===== config.mk =====
export PLATFORM = sky130hd
export DESIGN_NAME = branch_resolver
export DESIGN_NICKNAME = d
export VERILOG_FILES = /design/src/rtl/branch_resolver.sv
export SDC_FILE = /design/constraint.sdc
export NUM_CORES = 1
export LEC_CHECK = 0
export ABC_AREA = 1
export BUFFER_PORTS_ARGS = -buffer_cell sky130_fd_sc_hd__buf_4
export CORE_ASPECT_RATIO = 1.1
export CORE_UTILIZATION = 52
export DETAILED_ROUTE_END_ITERATION = 10
export PLACE_DENSITY = 0.94
export RECOVER_POWER = 25
export SYNTH_ARGS = -nofsm -noshare
export SYNTH_HDL_FRONTEND = slang
export SYNTH_SLANG_ARGS = --single-unit

===== constraint.sdc =====
create_clock -name clock_i -period 4 [get_ports clock_i]
set_input_delay 0.4 -clock clock_i [delete_from_list [all_inputs] [get_ports clock_i]]
set_output_delay 0.4 -clock clock_i [all_outputs]
set_load 0.02 [all_outputs]

===== src/rtl/branch_resolver.sv =====
// Stage-3 branch/jump resolver: one-shot fetch redirect, FLUSH_STAGES-cycle
// squash of younger slots, and a wrapping count of taken branches/jumps.
module branch_resolver #(
  parameter int unsigned FLUSH_STAGES = 3,
  parameter int unsigned CNT_W        = 16
) (
  input  logic             clock_i,
  input  logic             reset_i,
  input  logic             stall_i,
  input  logic             valid_i,
  input  logic             is_branch_i,
  input  logic             is_jump_i,
  input  logic [1:0]       cond_i,
  input  logic [3:0]       compare_i,
  input  logic [31:0]      target_i,
  output logic             redirect_o,
  output logic [31:0]      redirect_pc_o,
  output logic             flush_o,
  output logic             busy_o,
  output logic [CNT_W-1:0] taken_total_o
);

  localparam int unsigned CNT_BITS = 4;

  if (FLUSH_STAGES < 1 || FLUSH_STAGES > 15) begin : g_bad_flush_stages
    $error("branch_resolver: FLUSH_STAGES must be 1..15");
  end

  typedef enum logic {
    IDLE,
    SQUASH
  } state_e;

  state_e              state_q;
  logic [CNT_BITS-1:0] cnt_q;
  logic                redirect_q;
  logic [31:0]         redirect_pc_q;
  logic                flush_q;
  logic                busy_q;
  logic [CNT_W-1:0]    taken_total_q;
  logic                take_c;

  // compare_i is indexed by cond_i (eq=0, ne=1, lt=2, ge=3); a jump always takes
  assign take_c = valid_i && !stall_i && (state_q == IDLE) &&
                  (is_jump_i || (is_branch_i && compare_i[cond_i]));

  always_ff @(posedge clock_i) begin
    if (reset_i) begin
      state_q       <= IDLE;
      cnt_q         <= '0;
      redirect_q    <= 1'b0;
      redirect_pc_q <= '0;
      flush_q       <= 1'b0;
      busy_q        <= 1'b0;
      taken_total_q <= '0;
    end else if (!stall_i) begin
      case (state_q)
        IDLE: begin
          if (take_c) begin
            state_q       <= SQUASH;
            cnt_q         <= CNT_BITS'(FLUSH_STAGES - 1);
            redirect_q    <= 1'b1;
            redirect_pc_q <= target_i;
            flush_q       <= 1'b1;
            busy_q        <= 1'b1;
            taken_total_q <= taken_total_q + CNT_W'(1);
          end else begin
            redirect_q <= 1'b0;
            flush_q    <= 1'b0;
            busy_q     <= 1'b0;
          end
        end
        SQUASH: begin
          // wrong-path inputs are ignored until the squash window closes
          redirect_q <= 1'b0;
          if (cnt_q == '0) begin
            state_q <= IDLE;
            flush_q <= 1'b0;
            busy_q  <= 1'b0;
          end else begin
            cnt_q <= cnt_q - CNT_BITS'(1);
          end
        end
        default: begin
          state_q    <= IDLE;
          redirect_q <= 1'b0;
          flush_q    <= 1'b0;
          busy_q     <= 1'b0;
        end
      endcase
    end
  end

  assign redirect_o    = redirect_q;
  assign redirect_pc_o = redirect_pc_q;
  assign flush_o       = flush_q;
  assign busy_o        = busy_q;
  assign taken_total_o = taken_total_q;

endmodule

==> summary.md, run 1 <==
| Metric | Value |
|---|---|
| Status | `completed` |
| Io pins | `95` |
| Worst hold margin | `329 ps` |
| # nets final | `471` |
| Post-synthesis simple-gate area fraction | `30.2%` |
| # fillers | `382` |
| Die W | `67.2 um` |
| Setup bufs post-CTS | `0` |
| Post-route minimum period | `1810 ps` |
| Largest net degree at the start of global routing | `56` |
| Initial antenna violation count | `0` |
| Clock skew | `5.48 ps` |
| Unrepaired setup endpoints after global routing | `no` |
| CTS root buf | `clkbuf_8` |
| Worst hold path depth | `3` |
| First-pass GRT wire length | `9.54 mm` |
| Antenna diodes | `0` |
| Via count | `2491` |
| Post-synthesis net count | `386` |
| Post-Route WL | `6.06 mm` |
| Synthesis warning total | `0` |
| # rows | `25` |
| Final cycle utilization of the critical path | `45.3%` |
| DP HPWL | `4.13 mm` |
| Critical Path Fanout Max | `55` |
| Floorplan die height | `73.7 um` |
| Die area | `4950 um^2` |
| M2 GR Usage | `43.9%` |
| Syn avg cell area | `7.14 um^2` |
| FMAX | `552 MHz` |
| Sum Neg Setup Slack | `0 ps` |
| Routed WL per cell | `12.6 um` |
| Post_cts resized | `0` |
| DRC | `0` |
| Synth Register Bits | `55` |
| Cell Area, Synth | `2430 um^2` |
| Initial Util | `55.5%` |
| Commonest register cell after synthesis | `dfxtp_1` |
| Crit path launch type | `input port` |
| Mux share of post-synthesis cell area | `0%` |
| Final core area utilization | `70.8%` |
| Vias in the first global route | `2216` |
| Lkg Pwr | `1.35 nW` |
| Met3 Use GR | `4.81%` |
| Crit Path Class | `in2reg` |
| Async set-reset flop share out of synthesis | `0%` |
| Final-report hold violation count | `0` |
| Total global routing overflow | `0` |
| P&R area growth vs syn | `27.7%` |
| CP max stage delay | `390 ps` |
| Slew margin rel. | `24.4%` |
| Crit-path slowest cell | `inv_6` |
| CTS Buffer Depth | `2` |
| Overall routing resource usage | `25.0%` |
| Pre-antenna DRT Iters | `4` |
| Final slew viol count | `0` |
| Synth Area in Compound Gates | `13.0%` |
| Post-synthesis sequential area ratio | `45.3%` |
| Largest family of logic cells by synthesized area | `simple AND/OR/NAND/NOR gates` |
| CORE AREA | `4380 um^2` |
| Post-Synth Adder-Cell Area | `1.03%` |
| Worst setup EP type | `register` |
| Least-Margin Pin Slew | `1130 ps` |
| Worst VDD drop | `272 uV` |
| Worst-Skew Late Latency | `310 ps` |
| Worst Path Arrival | `2060 ps` |
| CTS tree | `done` |
| Post-synth EDFFs | `0` |
| Worst Path Required | `4250 ps` |
| Layout cells sized above 1 | `21.4%` |
| Final GP Congestion | `0.821` |
| Post-synthesis xor/xnor area fraction | `2.52%` |
| Reg clk slew, reported paths | `110 ps` |
| Worst hold path class | `in2reg` |
| Placement Setup Slack | `1880 ps` |
| Via/cell ratio | `5.19` |
| Final ANT Viol Nets | `0` |
| Max_cap viols | `0` |
| Most used routing layer | `met2` |
| Setup ws final | `2190 ps` |
| PnR Total Power | `1.08 mW` |
| Final setup vio count | `0` |
| Cell breakdown of the critical path | `buf_4 > inv_1 > nand2_1 > nor2_1 > nand2_4 > inv_6 > o21ai_0 > a21oi_1` |
| Port bufs | `94` |
| Sink Count | `55` |
| Cell Pwr Density | `349 nW/um^2` |
| R2R depth | `5` |
| Detailed Route Iter0 Violations | `156` |
| Cells after Synth | `340` |
| Hold_buf cts | `0` |
| Num CTS Buffers | `5` |
| CTS H-tree depth | `2` |
| Distinct cell type count of the synthesized netlist | `27` |
| GRT met1 Usage | `28.9%` |
cell usage after synthesis (all sizes together) (5+ instances only):
cell type	instances	area, um^2
nor2	91	352
nand2	59	236
dfxtp	55	1100
o21ai	42	210
inv	24	95.1
a21oi	18	97.6
nand3	16	85.1
buf	10	73.8
clkbuf	6	22.5
xor2	6	52.6
nor3	5	36.3
layout make-up:
class                           instances  area, um^2  area share [%]
Tap cell                               54        67.6            2.18
Clock inverter                          3        23.8           0.767
Multi-Input combinational cell        245        1140            36.6
Inverter                               24        95.1            3.07
Clock buffer                            5        68.8            2.22
Sequential cell                        55        1100            35.5
Timing Repair Buffer                   94         608            19.6
sequential cells by signal (all words and copies together) (netlist names):
register and flops:
cnt_q 4, busy_o 1, redirect_pc_o 32, taken_total_o 16, state_q 1, redirect_o 1
critical path: cells and delay by family:
| family | cells | cell delay (ps) |
|---|---|---|
| and+or+nand+nor | 3 | 590 |
| buffers and inverters | 3 | 730 |
| AOI/OAI and AO/OA | 2 | 320 |
cell families (layout without fill, tap and decap cells):
kind of cell | after synthesis | in the layout
AND/OR/NAND/NOR | 175 | 175
AO/OA/AOI/OAI | 61 | 61
XOR/XNOR | 7 | 7
flip-flops | 55 | 55
adder cells (fa/ha/maj) | 2 | 2
buffers and inverters | 40 | 126
cell usage in the layout (no fill, tap or decap):
cell and count:
a21oi_2 2, inv_6 1, clkinv_2 1, o21ai_0 42
inv_2 2, clkinvlp_4 1, or2_2 2, ha_1 2
nor2_4 1, nand2_2 3, nor2_1 89, nand4_1 2
nand3_2 1, xor2_1 6, nand2_1 55, nand3_1 15
inv_1 21, nor2_2 1, nand2_4 1, nor3_1 4
inv_8 1, clkbuf_1 26, buf_4 68, nor3_4 1
clkbuf_8 5, xnor2_1 1, o31ai_1 1, dfxtp_1 55
a21oi_1 16
through the flow:
step           instance area, um^2  std cells
3_3_place_gp                  3110        472
5_1_grt                       3100        480
3_5_place_dp                  3110        472
4_1_cts                       3200        480
2_1_floorplan                 2430        340
6_report                      3100        480
layer usage:
metal | wire [um] | vias up
li1 | - | 1251
met1 | 2410 | 1122
met5 | 0 | -
met3 | 383 | 20
met4 | 220 | 0
met2 | 3050 | 98
final timing paths:
path	startpoint	endpoint	slack [ps]
worst max-delay path	stall_i	taken_total_o[9]	2190
worst min-delay path	target_i[18]	redirect_pc_o[18]	330
worst max register to register	state_q	taken_total_o[9]	2280
worst min register to register	redirect_o	redirect_o	460
power breakdown:
| part | internal (mW) | leakage (nW) | switching, mW |
|---|---|---|---|
| Clock | 0.127 | 0.0461 | 0.194 |
| Combinational | 0.0695 | 0.856 | 0.101 |
| Sequential | 0.574 | 0.448 | 0.0165 |
| Total | 0.770 | 1.35 | 0.312 |
(Power assumes the default switching activity.)
==> run 2, diff against run 1 <==
--- a/config.mk
+++ b/config.mk
@@ -8,9 +8,9 @@
 export ABC_AREA = 1
 export BUFFER_PORTS_ARGS = -buffer_cell sky130_fd_sc_hd__buf_4
 export CORE_ASPECT_RATIO = 1.1
-export CORE_UTILIZATION = 52
+export CORE_UTILIZATION = 48
 export DETAILED_ROUTE_END_ITERATION = 10
-export PLACE_DENSITY = 0.94
+export PLACE_DENSITY = 0.88
 export RECOVER_POWER = 25
 export SYNTH_ARGS = -nofsm -noshare
 export SYNTH_HDL_FRONTEND = slang
==> constraint.sdc (replaced) <==
create_clock -name clock_i -period 1.8 [get_ports clock_i]
set_input_delay 0.18 -clock clock_i [delete_from_list [all_inputs] [get_ports clock_i]]
set_output_delay 0.18 -clock clock_i [all_outputs]
set_load 0.02 [all_outputs]
==> summary.md, run 2 (synthesized netlist as in run 1, its figures left out) <==
| Metric | Value |
|---|---|
| Via count | `2426 (-2.6%)` |
| Final setup vio count | `0 (unchanged)` |
| Detailed Route Iter0 Violations | `133 (-15%)` |
| Routed WL per cell | `11.7 um (-7.4%)` |
| Vias in the first global route | `2241 (+1.1%)` |
| Antenna diodes | `0 (unchanged)` |
| Layout cells sized above 1 | `22.3% (+0.91 points)` |
| DRC | `0 (unchanged)` |
| Reg clk slew, reported paths | `100 ps (about the same)` |
| Overall routing resource usage | `20.9% (-4.2 points)` |
| Cell Pwr Density | `762 nW/um^2 (+120%)` |
| CP max stage delay | `380 ps (about the same)` |
| Unrepaired setup endpoints after global routing | `no` |
| # fillers | `446 (+17%)` |
| Post-Route WL | `5.70 mm (-6.0%)` |
| DP HPWL | `4.12 mm (about the same)` |
| # rows | `26 (+4.0%)` |
| CTS root buf | `clkbuf_8` |
| Via/cell ratio | `4.98 (-4.0%)` |
| Initial Util | `51.1% (-4.3 points)` |
| Final cycle utilization of the critical path | `84.6%` |
| Cells after DPL | `479 (+1.5%)` |
| Initial antenna violation count | `0 (unchanged)` |
| CTS tree | `done` |
| Final GP Congestion | `0.925 (+13%)` |
| Final ANT Viol Nets | `0 (unchanged)` |
| Post-route minimum period | `1520 ps` |
| Final slew viol count | `0 (unchanged)` |
| Clock skew | `7.46 ps (+1.98 ps)` |
| Most frequent cells in the layout | `nor2_1 (89), buf_4 (73), nand2_1 (55), dfxtp_1 (55), o21ai_0 (42)` |
| Largest register FFs | `32 (unchanged)` |
| Status | `completed` |
| First-pass GRT wire length | `9.37 mm (-1.8%)` |
| Worst hold path class | `in2reg` |
| Max_cap viols | `0 (unchanged)` |
| Critical Path Fanout Max | `46 (-16%)` |
| Cell breakdown of the critical path | `nor2_1 > nand2_4 > inv_6 > o21ai_0 > a21oi_1` |
| Least-Margin Pin Slew | `359 ps (-773 ps)` |
| Crit-path slowest cell | `dfxtp_1` |
| Multi-input logic area | `1140 um^2 (unchanged)` |
| Sink Count | `55 (unchanged)` |
| Total global routing overflow | `0 (unchanged)` |
| CTS Buffer Depth | `2 (unchanged)` |
| Die area | `5350 um^2 (+8.1%)` |
| Post_cts resized | `0 (unchanged)` |
| Worst VDD drop | `448 uV (+65%)` |
| Commonest non-fill, non-tap cell in the layout | `nor2_1` |
| Num CTS Buffers | `5 (unchanged)` |
| Largest net degree at the start of global routing | `47 (-16%)` |
| Post-Layout Cell Count | `487 (+1.5%)` |
| FMAX | `657 MHz` |
| Sum Neg Setup Slack | `0 ps (unchanged)` |
| CORE AREA | `4750 um^2 (+8.5%)` |
| Worst setup EP type | `register` |
| Final-report hold violation count | `0 (unchanged)` |
| Port bufs | `94 (unchanged)` |
| Setup slack, reg-to-reg | `280 ps (-2000 ps)` |
| Die W | `69.8 um (+4.0%)` |
| Crit Path Class | `reg2reg` |
| Slew margin rel. | `76.0% (+52 points)` |
| Worst Path Required | `2040 ps (-2210 ps)` |
| Crit path launch type | `register` |
| Floorplan die height | `76.6 um (+4.0%)` |
| P&R area growth vs syn | `29.3%` |
| Setup bufs post-CTS | `0 (unchanged)` |
| Lkg Pwr | `1.38 nW (+1.9%)` |
| Register area | `1100 um^2 (unchanged)` |
| Worst Path Arrival | `1760 ps (-300 ps)` |
| CTS H-tree depth | `2 (unchanged)` |
| # nets final | `476 (+1.1%)` |
| Hold_buf cts | `0 (unchanged)` |
| Io pins | `95 (unchanged)` |
| Worst-Skew Late Latency | `300 ps (about the same)` |
| Pre-antenna DRT Iters | `4 (unchanged)` |
-- run 2: cell count changes in the layout (fill, tap and decap cells not counted) --
cell	before	now
buf_4	68	73
inv_8	1	0
clkinvlp_4	1	0
inv_6	1	3
-- run 2: metrics by stage --
step | instance area [um^2] | setup WS [ps] | util (%) | power [mW] | hold slack (ps)
floorplan | 2430 | 337 | - | 1.57 | 242
global placement | 3150 | 342 | 66.2 | 1.74 | 431
detailed placement | 3150 | 267 | 66.2 | 1.75 | 436
CTS | 3240 | 271 | 68.2 | 2.44 | 115
global route | 3140 | 106 | 66.1 | 2.51 | 117
finish | 3140 | 278 | 66.1 | 2.39 | 122
-- run 2: power by group --
group          internal, mW  leakage [nW]  switching [mW]  total, mW
clock network         0.283        0.0489           0.416      0.699
registers              1.27         0.448          0.0356       1.31
logic                 0.161         0.879           0.222      0.383
-- run 2: cell type report --
| cell class | count | area share [%] |
|---|---|---|
| clock inverters | 3 | 0.717 |
| repair buffers | 99 | 20.6 |
| inverters | 24 | 3.03 |
| multi-input cells | 245 | 36.2 |
| clock buffers | 5 | 2.19 |
| flip-flops and latches | 55 | 35.1 |
| well taps | 56 | 2.23 |
-- run 2: worst max-delay path: cells and delay by family (launching register included) --
kind,cells,cell delay (ps)
AOI/OAI and AO/OA,2,300
buffers and inverters,1,320
DFF,1,380
and+or+nand+nor,2,440
-- run 2: path summary, 6_finish.rpt --
check / from / end / cells after the start
worst max-delay path: state_q / taken_total_o[9] / 5
worst min-delay path: target_i[11] / redirect_pc_o[11] / 3
worst max register to register: state_q / taken_total_o[9] / 5
worst min register to register: redirect_o / redirect_o / 2
-- run 2: layer usage --
metal | vias to the layer above | part of all wire (%) | GRT usage [%]
met5 | - | 0 | 0
met4 | 0 | 0.88 | 6.60
met3 | 5 | 3.9 | 3.44
met2 | 54 | 52 | 39.0
met1 | 1113 | 43 | 23.8
li1 | 1254 | - | -
